**config.mk**
```make
export PLATFORM = sky130hd
export DESIGN_NAME = seg_scan_ctrl
export DESIGN_NICKNAME = d
export VERILOG_FILES = /design/src/rtl/seg_scan_ctrl.sv
export SDC_FILE = /design/constraint.sdc
export NUM_CORES = 1
export LEC_CHECK = 0
export ABC_AREA = 0
export CAP_MARGIN = 20
export CORE_MARGIN = 2
export CORE_UTILIZATION = 37
export CTS_CLUSTER_DIAMETER = 120
export DETAILED_ROUTE_END_ITERATION = 10
export RECOVER_POWER = 50
export SKIP_CTS_REPAIR_TIMING = 1
export SYNTH_ARGS = -nofsm -noshare
export SYNTH_HDL_FRONTEND = slang
export SYNTH_SLANG_ARGS = --single-unit
```
**constraint.sdc**
```tcl
create_clock -name clk -period 6.1 [get_ports clk]
set_input_delay 1.525 -clock clk [delete_from_list [all_inputs] [get_ports clk]]
set_output_delay 1.525 -clock clk [all_outputs]
set_load 0.01 [all_outputs]
```
**src/rtl/seg_scan_ctrl.sv**
```systemverilog
// Multiplexed 7-segment scan controller with a double-buffered BCD word.
// Define SEG_SCAN_LZB_EN to blank leading zero digits.
module seg_scan_ctrl #(
  parameter int NUM_DIGITS   = 4,
  parameter int REFRESH_DIV  = 50000,
  parameter int BLANK_CYCLES = 500
) (
  input  logic                    clk,
  input  logic                    rst,
  input  logic                    enable,
  input  logic                    load,
  input  logic [4*NUM_DIGITS-1:0] digits_in,
  output logic [3:0]              seg_bcd,
  output logic [NUM_DIGITS-1:0]   an,
  output logic                    frame_done
);

  localparam int MAXC = (REFRESH_DIV > BLANK_CYCLES) ?
                        REFRESH_DIV : BLANK_CYCLES;
  localparam int CW = (MAXC > 1) ? $clog2(MAXC) : 1;
  localparam int IW = $clog2(NUM_DIGITS);

  typedef enum logic [1:0] {
    IDLE,
    BLANK,
    SHOW
  } state_t;

  state_t                       state;
  logic [NUM_DIGITS-1:0][3:0]   pending;
  logic [NUM_DIGITS-1:0][3:0]   active;
  logic [IW-1:0]                idx;
  logic [CW-1:0]                cnt;

  logic blank_end;
  logic show_end;
  logic last;
  logic xfer;

  assign blank_end = (state == BLANK) &&
                     (cnt == CW'(BLANK_CYCLES - 1));
  assign show_end  = (state == SHOW) &&
                     (cnt == CW'(REFRESH_DIV - 1));
  assign last      = (idx == IW'(NUM_DIGITS - 1));
  // Display buffer only swaps at a frame boundary, so no frame tears.
  assign xfer      = enable &&
                     ((state == IDLE) || (show_end && last));

  always_ff @(posedge clk or posedge rst) begin
    if (rst) begin
      state      <= IDLE;
      idx        <= '0;
      cnt        <= '0;
      pending    <= '0;
      active     <= '0;
      frame_done <= 1'b0;
    end else begin
      frame_done <= enable && show_end && last;
      if (load)
        pending <= digits_in;
      if (xfer)
        active <= load ? digits_in : pending;
      if (!enable) begin
        state <= IDLE;
        idx   <= '0;
        cnt   <= '0;
      end else begin
        case (state)
          IDLE: begin
            state <= BLANK;
            cnt   <= '0;
          end
          BLANK: begin
            if (blank_end) begin
              state <= SHOW;
              cnt   <= '0;
            end else begin
              cnt <= cnt + 1'b1;
            end
          end
          SHOW: begin
            if (show_end) begin
              state <= BLANK;
              cnt   <= '0;
              idx   <= last ? '0 : idx + 1'b1;
            end else begin
              cnt <= cnt + 1'b1;
            end
          end
          default: begin
            state <= IDLE;
            cnt   <= '0;
            idx   <= '0;
          end
        endcase
      end
    end
  end

`ifdef SEG_SCAN_LZB_EN
  // lz[i]: digit i and every digit above it are zero.
  logic [NUM_DIGITS-1:0] lz;

  always_comb begin
    lz = '0;
    lz[NUM_DIGITS-1] = (active[NUM_DIGITS-1] == 4'd0);
    for (int i = NUM_DIGITS - 2; i >= 1; i--)
      lz[i] = lz[i+1] && (active[i] == 4'd0);
  end
`endif

  always_comb begin
    an      = '1;
    seg_bcd = '0;
    if (state != IDLE)
      seg_bcd = active[idx];
    if (state == SHOW) begin
`ifdef SEG_SCAN_LZB_EN
      an[idx] = lz[idx];
`else
      an[idx] = 1'b0;
`endif
    end
  end

endmodule

```
* Yosys cells after proc, flatten, opt, wreduce, memory -nomap -nowiden *
Cells that the tools add are included.

word-level totals
  bits in registers = 53
  input port bits = 20
  word-level logic and storage cells = 57

operators by class
  $add $sub $neg = 2
  order comparisons = 2
  equal/unequal tests = 8
  mux-type cells = 19
  bitwise operators = 1
  reduce and logical (&&, ||, !) cells = 13

operators with widths
  cell                                                                                 number
  16-bit two-way mux                                                                   4
  16-bit one-hot mux with 2 select lines                                               1
  16-bit by 1-bit adder with 16-bit output, second input constant                      1
  16-bit equality test, second input constant                                          1
  16-bit by 9-bit equality test with 1-bit output, second input constant               1
  2-bit two-way mux                                                                    6
  4-bit two-way mux                                                                    3
  4-bit binary-select mux with 2-bit select                                            1
  1-bit logical AND                                                                    7
  3-bit != test, second input constant                                                 2
  2-bit one-hot mux with 3 select lines                                                1
  2-bit equality test, second input constant                                           2
  4-bit inverter                                                                       1
  2-bit one-hot mux with 2 select lines                                                1
  2-bit AND reduction                                                                  2
  2-bit by 3-bit < comparator with 1-bit output, second input constant                 1
  2-bit by 1-bit adder with 2-bit output, second input constant                        1
  1-bit demux with 2-bit select                                                        1
  2-bit by 1-bit equality test with 1-bit output, second input constant                1
  2-bit by 1-bit greater-or-equal comparator with 1-bit output, second input constant  1
  2-bit zero test                                                                      1
  2-bit != test, second input constant                                                 1
  2-bit nonzero test                                                                   1
  2-bit OR reduction                                                                   1
  other kinds (2)                                                                      2

* Longest topological paths before layout *
Gate-level depths: netlist (run 1).

  depth in word-level cells = 6
  mapped depth = 7

* Least setup slack after synthesis (run 1) *
Ideal clock, no wire load.

  kind = register -> output
  start point = reg idx[0]
  end point = out seg_bcd[3]
  arrival time = 1.327 ns
  path slack = 3.248 ns
  cell stages (with the launch flop) = 4
  buffers on the path = 1
  cells stage by stage = dfrtp_1 > clkbuf_1 > mux4_2 > nor2b_1

on the way
  longest elaborated chain between the ends = 3

RTL lines
  item                                       RTL line  text
  start: declaration                         32        logic [IW-1:0] idx;
  start signal: assignment                   85        idx <= last ? '0 : idx + 1'b1;
  4-bit binary-select mux with 2-bit select  116       seg_bcd = active[idx];
  4-bit two-way mux (not written as such)    116
  4-bit two-way mux                          115       if (state != IDLE)
  end: declaration                           13        output logic [3:0] seg_bcd,

Every way passes these cells. The select of a mux whose other input is x is not followed.

==> out/metrics.csv, run 1 <==
stage,metric,value,unit
global_routing,GRT Resource Usage Total,13.8,%
clock_network,register clock-pin slew on the reported worst setup and hold paths,0.10,ns
floorplanning,Initial Util,38.7,%
cells_and_area,Diodes inserted,0,
min_path,min-delay src,cnt[0]$_DFF_PP0_,
logic_synthesis,synthesized area per cell,13.1,µm²
pwr,Cell Pwr Density,330,mW/mm²
timing,post-route clock period utilization,68.1,%
setup_path,critical path arrival,3.98,ns
timing,setup violators final,0,
min_path,Min-Delay Path Class,reg -> reg,
timing,Setup TNS Final,0,ns
cells_and_area,fillcell total,668,
floorplanning,Die Span Y,89.0,µm
setup_path,CP peak stage delay,1.97,ns
pwr,total power,1.01,mW
setup_path,Worst path slowest cell,clkbuf_1,
timing,Final Hold Viols,0,
floorplanning,die width,89.0,µm
logic_synthesis,"Primary FF master, synth",dfrtp_1,
timing,fmax,241,MHz
run,maxcap violations,1,
floorplanning,I/O pin total,29,
cells_and_area,NumNets Final,260,
timing,Slew HR,-87.0,%
clock_network,Root Buffer,clkbuf_8,
logic_synthesis,Yosys reg bits,53,
detailed_routing,drc violations,0,
logic_synthesis,distinct cell type count after synthesis,39,
setup_path,WP data required,5.92,ns
timing,fin. max-slew vios,54,
logic_synthesis,syn nets,233,
logic_synthesis,"EDFF count, synth",0,
detailed_routing,final wirelength,4820,µm
floorplanning,core area,0.00691,mm²
global_routing,largest net degree at the start of global routing,54,
placement,PortBufs,28,
logic_synthesis,Synth top area share,49.6,%
pwr,P_leak,1.23,nW
global_routing,Overflow after GRT,0,
timing,Final WS setup,1.94,ns
clock_network,cts bufs inserted,5,
pwr,VDD IR max,0.267,mV
global_routing,initial antenna violation count,0,
detailed_routing,drt pass-1 iters,4,
placement,Final HPWL DP,3320,µm
setup_path,"CP delay by family, top",buffers and inverters,
setup_path,CP Launch Type,input port,
global_routing,vias in the first global route,1671,
cells_and_area,share of layout cells above drive strength 1,20.7,%
floorplanning,area of the die,0.00792,mm²
global_routing,first-pass GRT wire length,8380,µm
detailed_routing,Via Count,1659,
detailed_routing,DRT iter0 DRCs,56,
cells_and_area,"commonest non-fill, non-tap cell in the layout",dfrtp_1,
status,violated checks,"capacitance limit, slew limit",
logic_synthesis,Yosys warning total,0,
logic_synthesis,Post-Syn Area,0.00267,mm²
setup_path,worst path bufs/invs,3,
logic_synthesis,"top cells by area, synth","dfrtp_1, mux2_2, mux2_4, ha_1, mux4_2",
timing,RSZ-0062 raised after global routing,false,
detailed_routing,WL per Instance,14.7,µm
cells_and_area,Finished Core Util,44.3,%
placement,routability cong.,0.760,
setup_path,crit path from,rst,
logic_synthesis,"Seq/Total Area, Yosys",49.6,%
timing,fin crit period,4.16,ns
cells_and_area,P&R area growth vs syn,14.4,%
cells_and_area,most frequent cells in the layout,"dfrtp_1, clkdlybuf4s50_1, mux2_2, nand2_1, nor3_1",
status,status,"finished, violations left",
detailed_routing,vias per cell,5.06,
setup_path,element type at the critical path end,async pin,
setup_path,worst r2r src,state[0]$_DFFE_PP0P_,
timing,clock skew,0.00706,ns
clock_network,worst skew pair latency,0.31,ns
clock_network,# clock sinks,53,
placement,placed insts,320,
cells_and_area,"non-filler cells, final",328,
clock_network,clk buf depth,2,
detailed_routing,antenna-violating nets left,0,
logic_synthesis,post-synthesis instance total,204,
logic_synthesis,"FFs w/ async S/R, synth",100,%
setup_path,CP Cell Sequence,"clkdlybuf4s50_1, clkinv_1, clkbuf_1",
placement,Placement Setup Slack,2.66,ns
floorplanning,row cnt,30,
clock_network,H-tree levels,2,
setup_path,Critical Path Fanout Max,53,
clock_network,CTS tree,done,
logic_synthesis,Synth area leader,dfrtp_1,
setup_path,critical path class,in -> async,
timing,Slew @ Worst Pin,2.80,ns
-- stage by stage --
stage	hold WS [ns]	cell area, µm²
finish	0.506	3060
global route	0.524	3060
CTS	0.503	3090
detailed placement	0.487	3000
global placement	0.484	3000
floorplan	0.456	2670
-- where the power goes --
| group | internal (mW) | switching, mW | total, mW |
|---|---|---|---|
| combinational | 0.182 | 0.154 | 0.336 |
| clock | 0.0839 | 0.123 | 0.207 |
| sequential | 0.424 | 0.0408 | 0.465 |
-- synthesized netlist by cell type (2+ instances only) --
cell type,instances
a211oi_1,3
a22o_1,2
and2_1,2
and4_1,5
buf_6,4
clkbuf_1,2
dfrtp_1,53
ha_1,9
inv_1,5
mux2_2,22
mux2_4,10
mux4_2,4
nand2_1,15
nand3_1,7
nand4_1,7
nor2_1,2
nor2b_1,4
nor3_1,12
nor3b_1,2
o21ai_0,4
or3_1,3
xor2_1,10
-- layout make-up --
| class | count | area, µm² | share of cell area, % |
|---|---|---|---|
| Inverter | 5 | 18.8 | 0.614 |
| Tap cell | 96 | 120 | 3.93 |
| Multi-Input combinational cell | 137 | 1210 | 39.7 |
| Clock buffer | 5 | 68.8 | 2.25 |
| Sequential cell | 53 | 1330 | 43.4 |
| Clock inverter | 3 | 25.0 | 0.818 |
| Timing Repair Buffer | 29 | 284 | 9.29 |
-- cells by family after synthesis --
| kind of cell | Yosys count | share of synthesized area, % |
|---|---|---|
| compound gates | 13 | 4.31 |
| xor+xnor | 11 | 3.60 |
| fa+ha+maj | 9 | 4.21 |
| buf+inv | 14 | 3.88 |
| flops | 53 | 49.6 |
| mux | 37 | 18.6 |
| simple gates | 67 | 15.8 |
-- flip-flops by register name, summed over array words and instances (netlist names) --
name	flops
idx	2
pending	16
frame_done	1
cnt	16
active	16
state	2
-- worst paths after layout --
path                                        end  slack, ns  depth (start not counted)
min reg2reg                    cnt[0]$_DFF_PP0_       0.51                          1
min                            cnt[0]$_DFF_PP0_       0.51                          1
max in group clk                     seg_bcd[1]       2.47                          3
max reg2reg                state[0]$_DFFE_PP0P_       3.28                          6
min in group asynchronous  pending[3]$_DFF_PP0_       2.57                          3
max                            cnt[8]$_DFF_PP0_       1.94                          3
-- metal layers --
layer	track usage, %	vias up	wire length (µm)
met5	0	-	0
met4	4.48	0	66
met3	2.95	5	167
met2	20.4	27	2140
met1	20.2	832	2440
li1	-	795	-
Power figures use the tool's default switching activity.
==> inputs of run 2 (changes only) <==
==> constraint.sdc (replaced) <==
create_clock -name clk -period 3.5 [get_ports clk]
set_input_delay 0.875 -clock clk [delete_from_list [all_inputs] [get_ports clk]]
set_output_delay 0.875 -clock clk [all_outputs]
set_load 0.01 [all_outputs]
==> out/metrics.csv, run 2 (synthesized netlist as in run 1, its figures left out) <==
stage,metric,value,unit,change
global_routing,initial antenna violation count,0,,unchanged
timing,Setup TNS Final,0,ns,unchanged
detailed_routing,drc violations,0,,unchanged
detailed_routing,drt pass-1 iters,4,,unchanged
clock_network,register clock-pin slew on the reported worst setup and hold paths,0.10,ns,about the same
min_path,Min-Delay Path Class,reg -> reg,,unchanged
floorplanning,row cnt,30,,unchanged
run,maxcap violations,0,,was 1
floorplanning,Die Span Y,89.0,µm,unchanged
clock_network,cts bufs inserted,5,,unchanged
detailed_routing,DRT iter0 DRCs,49,,was 56
cells_and_area,Post-Layout Inst Area,0.00308,mm²,was 0.00306 mm²
setup_path,critical path class,reg -> out,,was in -> async
status,status,"complete, no violations",,"was finished, violations left"
timing,fin crit period,2.96,ns,
cells_and_area,"commonest non-fill, non-tap cell in the layout",dfrtp_1,,unchanged
setup_path,element type at the critical path end,output pin,,was async pin
pwr,P_leak,1.24,nW,was 1.23 nW
floorplanning,core area,0.00691,mm²,unchanged
timing,fmax,338,MHz,
floorplanning,area of the die,0.00792,mm²,unchanged
placement,Placement Setup Slack,0.745,ns,was 2.66 ns
clock_network,worst skew pair latency,0.31,ns,about the same
timing,Final WS setup,0.541,ns,was 1.94 ns
cells_and_area,most frequent cells in the layout,"dfrtp_1, clkdlybuf4s50_1, mux2_2, nand2_1, nor3_1",,unchanged
global_routing,largest net degree at the start of global routing,54,,unchanged
setup_path,R2R Setup Slk,1.00,ns,was 3.28 ns
detailed_routing,Via Count,1653,,was 1659
timing,Slew @ Worst Pin,1.28,ns,was 2.80 ns
setup_path,WP data required,2.62,ns,was 5.92 ns
pwr,Cell Pwr Density,574,mW/mm²,was 330 mW/mm²
timing,post-route clock period utilization,84.5,%,
setup_path,CP Launch Type,flip-flop,,was input port
detailed_routing,antenna-violating nets left,0,,unchanged
setup_path,"CP delay by family, top",flip-flops,,was buffers and inverters
cells_and_area,P&R area growth vs syn,15.1,%,was 14.4%
clock_network,clk buf depth,2,,unchanged
floorplanning,die width,89.0,µm,unchanged
cells_and_area,fillcell total,684,,was 668
placement,PortBufs,28,,unchanged
detailed_routing,WL per Instance,14.3,µm,was 14.7 µm
cells_and_area,share of layout cells above drive strength 1,20.6,%,was 20.7%
clock_network,CTS tree,done,,unchanged
setup_path,Critical Path Fanout Max,9,,was 53
cells_and_area,NumNets Final,261,,was 260
global_routing,first-pass GRT wire length,8180,µm,was 8380 µm
timing,Slew HR,14.8,%,was -87.0%
timing,fin. max-slew vios,0,,was 54
placement,Final HPWL DP,3340,µm,was 3320 µm
floorplanning,Initial Util,38.7,%,unchanged
setup_path,CP peak stage delay,0.60,ns,was 1.97 ns
setup_path,critical path arrival,2.08,ns,was 3.98 ns
cells_and_area,top flop regs,"active: 16 flops, cnt: 16 flops, pending: 16 flops",,unchanged
global_routing,GRT Resource Usage Total,13.3,%,was 13.8%
cells_and_area,area occupied by multi-input gates,0.00123,mm²,was 0.00121 mm²
clock_network,# clock sinks,53,,unchanged
global_routing,vias in the first global route,1639,,was 1671
setup_path,worst path bufs/invs,1,,was 3
detailed_routing,final wirelength,4690,µm,was 4820 µm
clock_network,H-tree levels,2,,unchanged
cells_and_area,Finished Core Util,44.5,%,was 44.3%
detailed_routing,vias per cell,5.02,,was 5.06
pwr,total power,1.77,mW,was 1.01 mW
setup_path,Worst path slowest cell,dfrtp_1,,was clkbuf_1
clock_network,Root Buffer,clkbuf_8,,unchanged
placement,routability cong.,0.759,,was 0.760
timing,clock skew,0.0126,ns,was 0.00706 ns
setup_path,CP Cell Sequence,"mux4_2, nor2b_1, clkdlybuf4s50_1",,"was clkdlybuf4s50_1, clkinv_1, clkbuf_1"
floorplanning,I/O pin total,29,,unchanged
timing,setup violators final,0,,unchanged
placement,placed cell area,0.00300,mm²,about the same
cells_and_area,Reg area,0.00133,mm²,unchanged
pwr,VDD IR max,0.568,mV,was 0.267 mV
timing,RSZ-0062 raised after global routing,false,,unchanged
timing,Final Hold Viols,0,,unchanged
global_routing,Overflow after GRT,0,,unchanged
cells_and_area,Diodes inserted,0,,unchanged
[run 2: cell types whose count changed in the layout (fill, tap and decap cells not counted), sizes merged]
| cell | change |
|---|---|
| clkbuf | +1 |
[run 2: final timing paths]
path | startpoint | endpoint | cells past startpoint
worst min-delay path | cnt[0]$_DFF_PP0_ | cnt[0]$_DFF_PP0_ | 1
worst max register to register | state[0]$_DFFE_PP0P_ | active[7]$_DFFE_PP0P_ | 6
worst max-delay path | idx[0]$_DFFE_PP0P_ | seg_bcd[1] | 3
max in group asynchronous | rst | cnt[10]$_DFF_PP0_ | 3
worst min register to register | cnt[0]$_DFF_PP0_ | cnt[0]$_DFF_PP0_ | 1
min in group asynchronous | rst | active[5]$_DFFE_PP0P_ | 3
[run 2: per-layer routing]
metal	vias to the layer above	GRT usage, %	share of wire (%)
met5	-	0	0
met4	0	3.26	0.83
met3	4	2.95	3.8
met2	23	20.0	46
met1	827	19.7	50
li1	799	-	-
[run 2: final cells by class]
class / instances / share of cell area (%)
timing repair buffer: 30 / 9.39
clock inverter: 3 / 0.813
multi-input combinational: 137 / 39.9
sequential: 53 / 43.1
tap: 96 / 3.90
inverter: 5 / 0.610
clock buffer: 5 / 2.24
[run 2: through the flow]
stage	instances	hold WS, ns
finish	329	0.504
global route	329	0.521
CTS	329	0.505
detailed placement	321	0.488
global placement	321	0.484
floorplan	204	0.456
[run 2: report_power, final]
group	switching, mW	leakage [nW]	total [mW]	internal [mW]
sequential	0.0725	0.666	0.812	0.740
combinational	0.272	0.526	0.599	0.327
clock	0.210	0.0452	0.356	0.146
[run 2: worst reg2reg max path, cell delays in order, from the launching register on]
cell	delay, ns
dfrtp_1	0.42
inv_1	0.11
ha_1	0.34
and4_1	0.25
nand4_1	0.25
o21ai_4	0.62
mux2_2	0.41
==> inputs of run 3 (changes only) <==
==> constraint.sdc (replaced) <==
create_clock -name clk -period 2.7 [get_ports clk]
set_input_delay 0.675 -clock clk [delete_from_list [all_inputs] [get_ports clk]]
set_output_delay 0.675 -clock clk [all_outputs]
set_load 0.01 [all_outputs]
==> out/metrics.csv, run 3 (synthesized netlist as in run 1, its figures left out) <==
stage,metric,value,unit,change
detailed_routing,vias per cell,5.01,,was 5.02
detailed_routing,WL per Instance,14.1,µm,was 14.3 µm
timing,worst hold slack,0.495,ns,was 0.504 ns
floorplanning,row cnt,30,,unchanged
setup_path,WP data required,2.03,ns,was 2.62 ns
setup_path,Critical Path Fanout Max,6,,was 9
global_routing,vias in the first global route,1623,,was 1639
floorplanning,I/O pin total,29,,unchanged
pwr,P_leak,1.28,nW,was 1.24 nW
placement,Final HPWL DP,3360,µm,was 3340 µm
timing,RSZ-0062 raised after global routing,false,,unchanged
floorplanning,core area,0.00691,mm²,unchanged
pwr,VDD IR max,0.382,mV,was 0.568 mV
timing,fin crit period,2.60,ns,
timing,Slew HR,38.6,%,was 14.8%
global_routing,largest net degree at the start of global routing,24,,was 54
detailed_routing,drt pass-1 iters,4,,unchanged
run,maxcap violations,0,,unchanged
cells_and_area,top flop regs,"active: 16 flops, cnt: 16 flops, pending: 16 flops",,unchanged
placement,PortBufs,28,,unchanged
global_routing,GRT Resource Usage Total,12.8,%,was 13.3%
cells_and_area,Diodes inserted,0,,unchanged
min_path,min-delay src,cnt[0]$_DFF_PP0_,,unchanged
floorplanning,die width,89.0,µm,unchanged
timing,fin. max-slew vios,0,,unchanged
clock_network,Root Buffer,clkbuf_8,,unchanged
cells_and_area,NumNets Final,268,,was 261
min_path,Min-Delay Path Class,reg -> reg,,unchanged
setup_path,critical path arrival,1.93,ns,was 2.08 ns
clock_network,cts bufs inserted,5,,unchanged
timing,setup violators final,0,,unchanged
detailed_routing,drc violations,0,,unchanged
clock_network,H-tree levels,2,,unchanged
placement,routability cong.,0.752,,was 0.759
clock_network,CTS tree,done,,unchanged
clock_network,# clock sinks,53,,unchanged
setup_path,CP Launch Type,flip-flop,,unchanged
detailed_routing,Via Count,1683,,was 1653
floorplanning,Initial Util,38.7,%,unchanged
detailed_routing,final wirelength,4750,µm,was 4690 µm
cells_and_area,P&R area growth vs syn,17.7,%,was 15.1%
timing,post-route clock period utilization,96.4,%,
pwr,Cell Pwr Density,742,mW/mm²,was 574 mW/mm²
setup_path,critical path class,reg -> out,,unchanged
global_routing,initial antenna violation count,0,,unchanged
clock_network,register clock-pin slew on the reported worst setup and hold paths,0.11,ns,was 0.10 ns
timing,Slew @ Worst Pin,0.921,ns,was 1.28 ns
setup_path,worst r2r src,state[0]$_DFFE_PP0P_,,unchanged
status,status,"complete, no violations",,unchanged
setup_path,CP peak stage delay,0.51,ns,was 0.60 ns
floorplanning,area of the die,0.00792,mm²,unchanged
clock_network,worst skew pair latency,0.31,ns,about the same
timing,Final Hold Viols,0,,unchanged
cells_and_area,most frequent cells in the layout,"dfrtp_1, clkdlybuf4s50_1, mux2_2, nand2_1, nor3_1",,unchanged
detailed_routing,DRT iter0 DRCs,39,,was 49
global_routing,Overflow after GRT,0,,unchanged
setup_path,CP Cell Sequence,"mux4_2, nor2b_1, clkdlybuf4s50_1",,unchanged
cells_and_area,"commonest non-fill, non-tap cell in the layout",dfrtp_1,,unchanged
detailed_routing,antenna-violating nets left,0,,unchanged
setup_path,Worst path slowest cell,mux4_2,,was dfrtp_1
clock_network,clk buf depth,2,,unchanged
cells_and_area,Finished Core Util,45.6,%,was 44.5%
floorplanning,Die Span Y,89.0,µm,unchanged
timing,fmax,384,MHz,
setup_path,crit path from,idx[0]$_DFFE_PP0P_,,unchanged
global_routing,first-pass GRT wire length,7870,µm,was 8180 µm
timing,clock skew,0.00989,ns,was 0.0126 ns
cells_and_area,share of layout cells above drive strength 1,23.3,%,was 20.6%
setup_path,element type at the critical path end,output pin,,unchanged
run 3: changes by cell type in the layout (fill, tap and decap cells not counted), sizes merged:
cell and change:
buf +6, inv +2, clkbuf +1, clkinv -1
clkinvlp -1
run 3: power by group:
group / leakage, nW / internal [mW] / total, mW / switching (mW)
Clock: 0.0511 / 0.196 / 0.482 / 0.286
Sequential: 0.663 / 0.959 / 1.05 / 0.0903
Combinational: 0.563 / 0.442 / 0.802 / 0.360
Total: 1.28 / 1.60 / 2.33 / 0.735
run 3: per-stage QoR:
stage                     setup TNS (ns)  setup WS (ns)  area (µm²)  power, mW  std cells
after floorplan                        0          0.662        2670       1.66        204
after global placement                 0          0.282        3030       1.87        324
after detailed placement               0          0.266        3030       1.88        324
after CTS                         -0.346         -0.102        3120       2.37        332
after global routing                   0         0.0120        3150       2.48        336
final                                  0         0.0963        3150       2.33        336
run 3: worst paths after layout:
check / end / slack [ns] / cells after the start
min reg2reg: cnt[0]$_DFF_PP0_ / 0.49 / 1
max: seg_bcd[3] / 0.1 / 3
max reg2reg: active[14]$_DFFE_PP0P_ / 0.52 / 7
min in group asynchronous: idx[1]$_DFFE_PP0P_ / 0.98 / 2
max in group asynchronous: pending[7]$_DFF_PP0_ / 0.55 / 3
min: cnt[0]$_DFF_PP0_ / 0.49 / 1
run 3: layout make-up:
type / instances / area (µm²)
fillers: 654 / 3760
repair buffers: 37 / 338
multi-input cells: 137 / 1240
clock inverters: 3 / 28.8
well taps: 96 / 120
inverters: 5 / 18.8
flip-flops and latches: 53 / 1330
clock buffers: 5 / 68.8
run 3: layer usage:
metal / up-vias / global-route usage [%] / share of wire [%]
met5: - / 0 / 0
met1: 840 / 18.5 / 51
li1: 810 / - / -
met2: 28 / 19.6 / 44
met3: 5 / 2.31 / 3.8
met4: 0 / 4.07 / 1.3
run 3: worst max-delay path: cells and delay by family (launching register included):
| kind | cells | cell delay, ns |
|---|---|---|
| buffers and inverters | 1 | 0.49 |
| flip-flops | 1 | 0.48 |
| multiplexers | 1 | 0.51 |
| AND/OR/NAND/NOR | 1 | 0.15 |
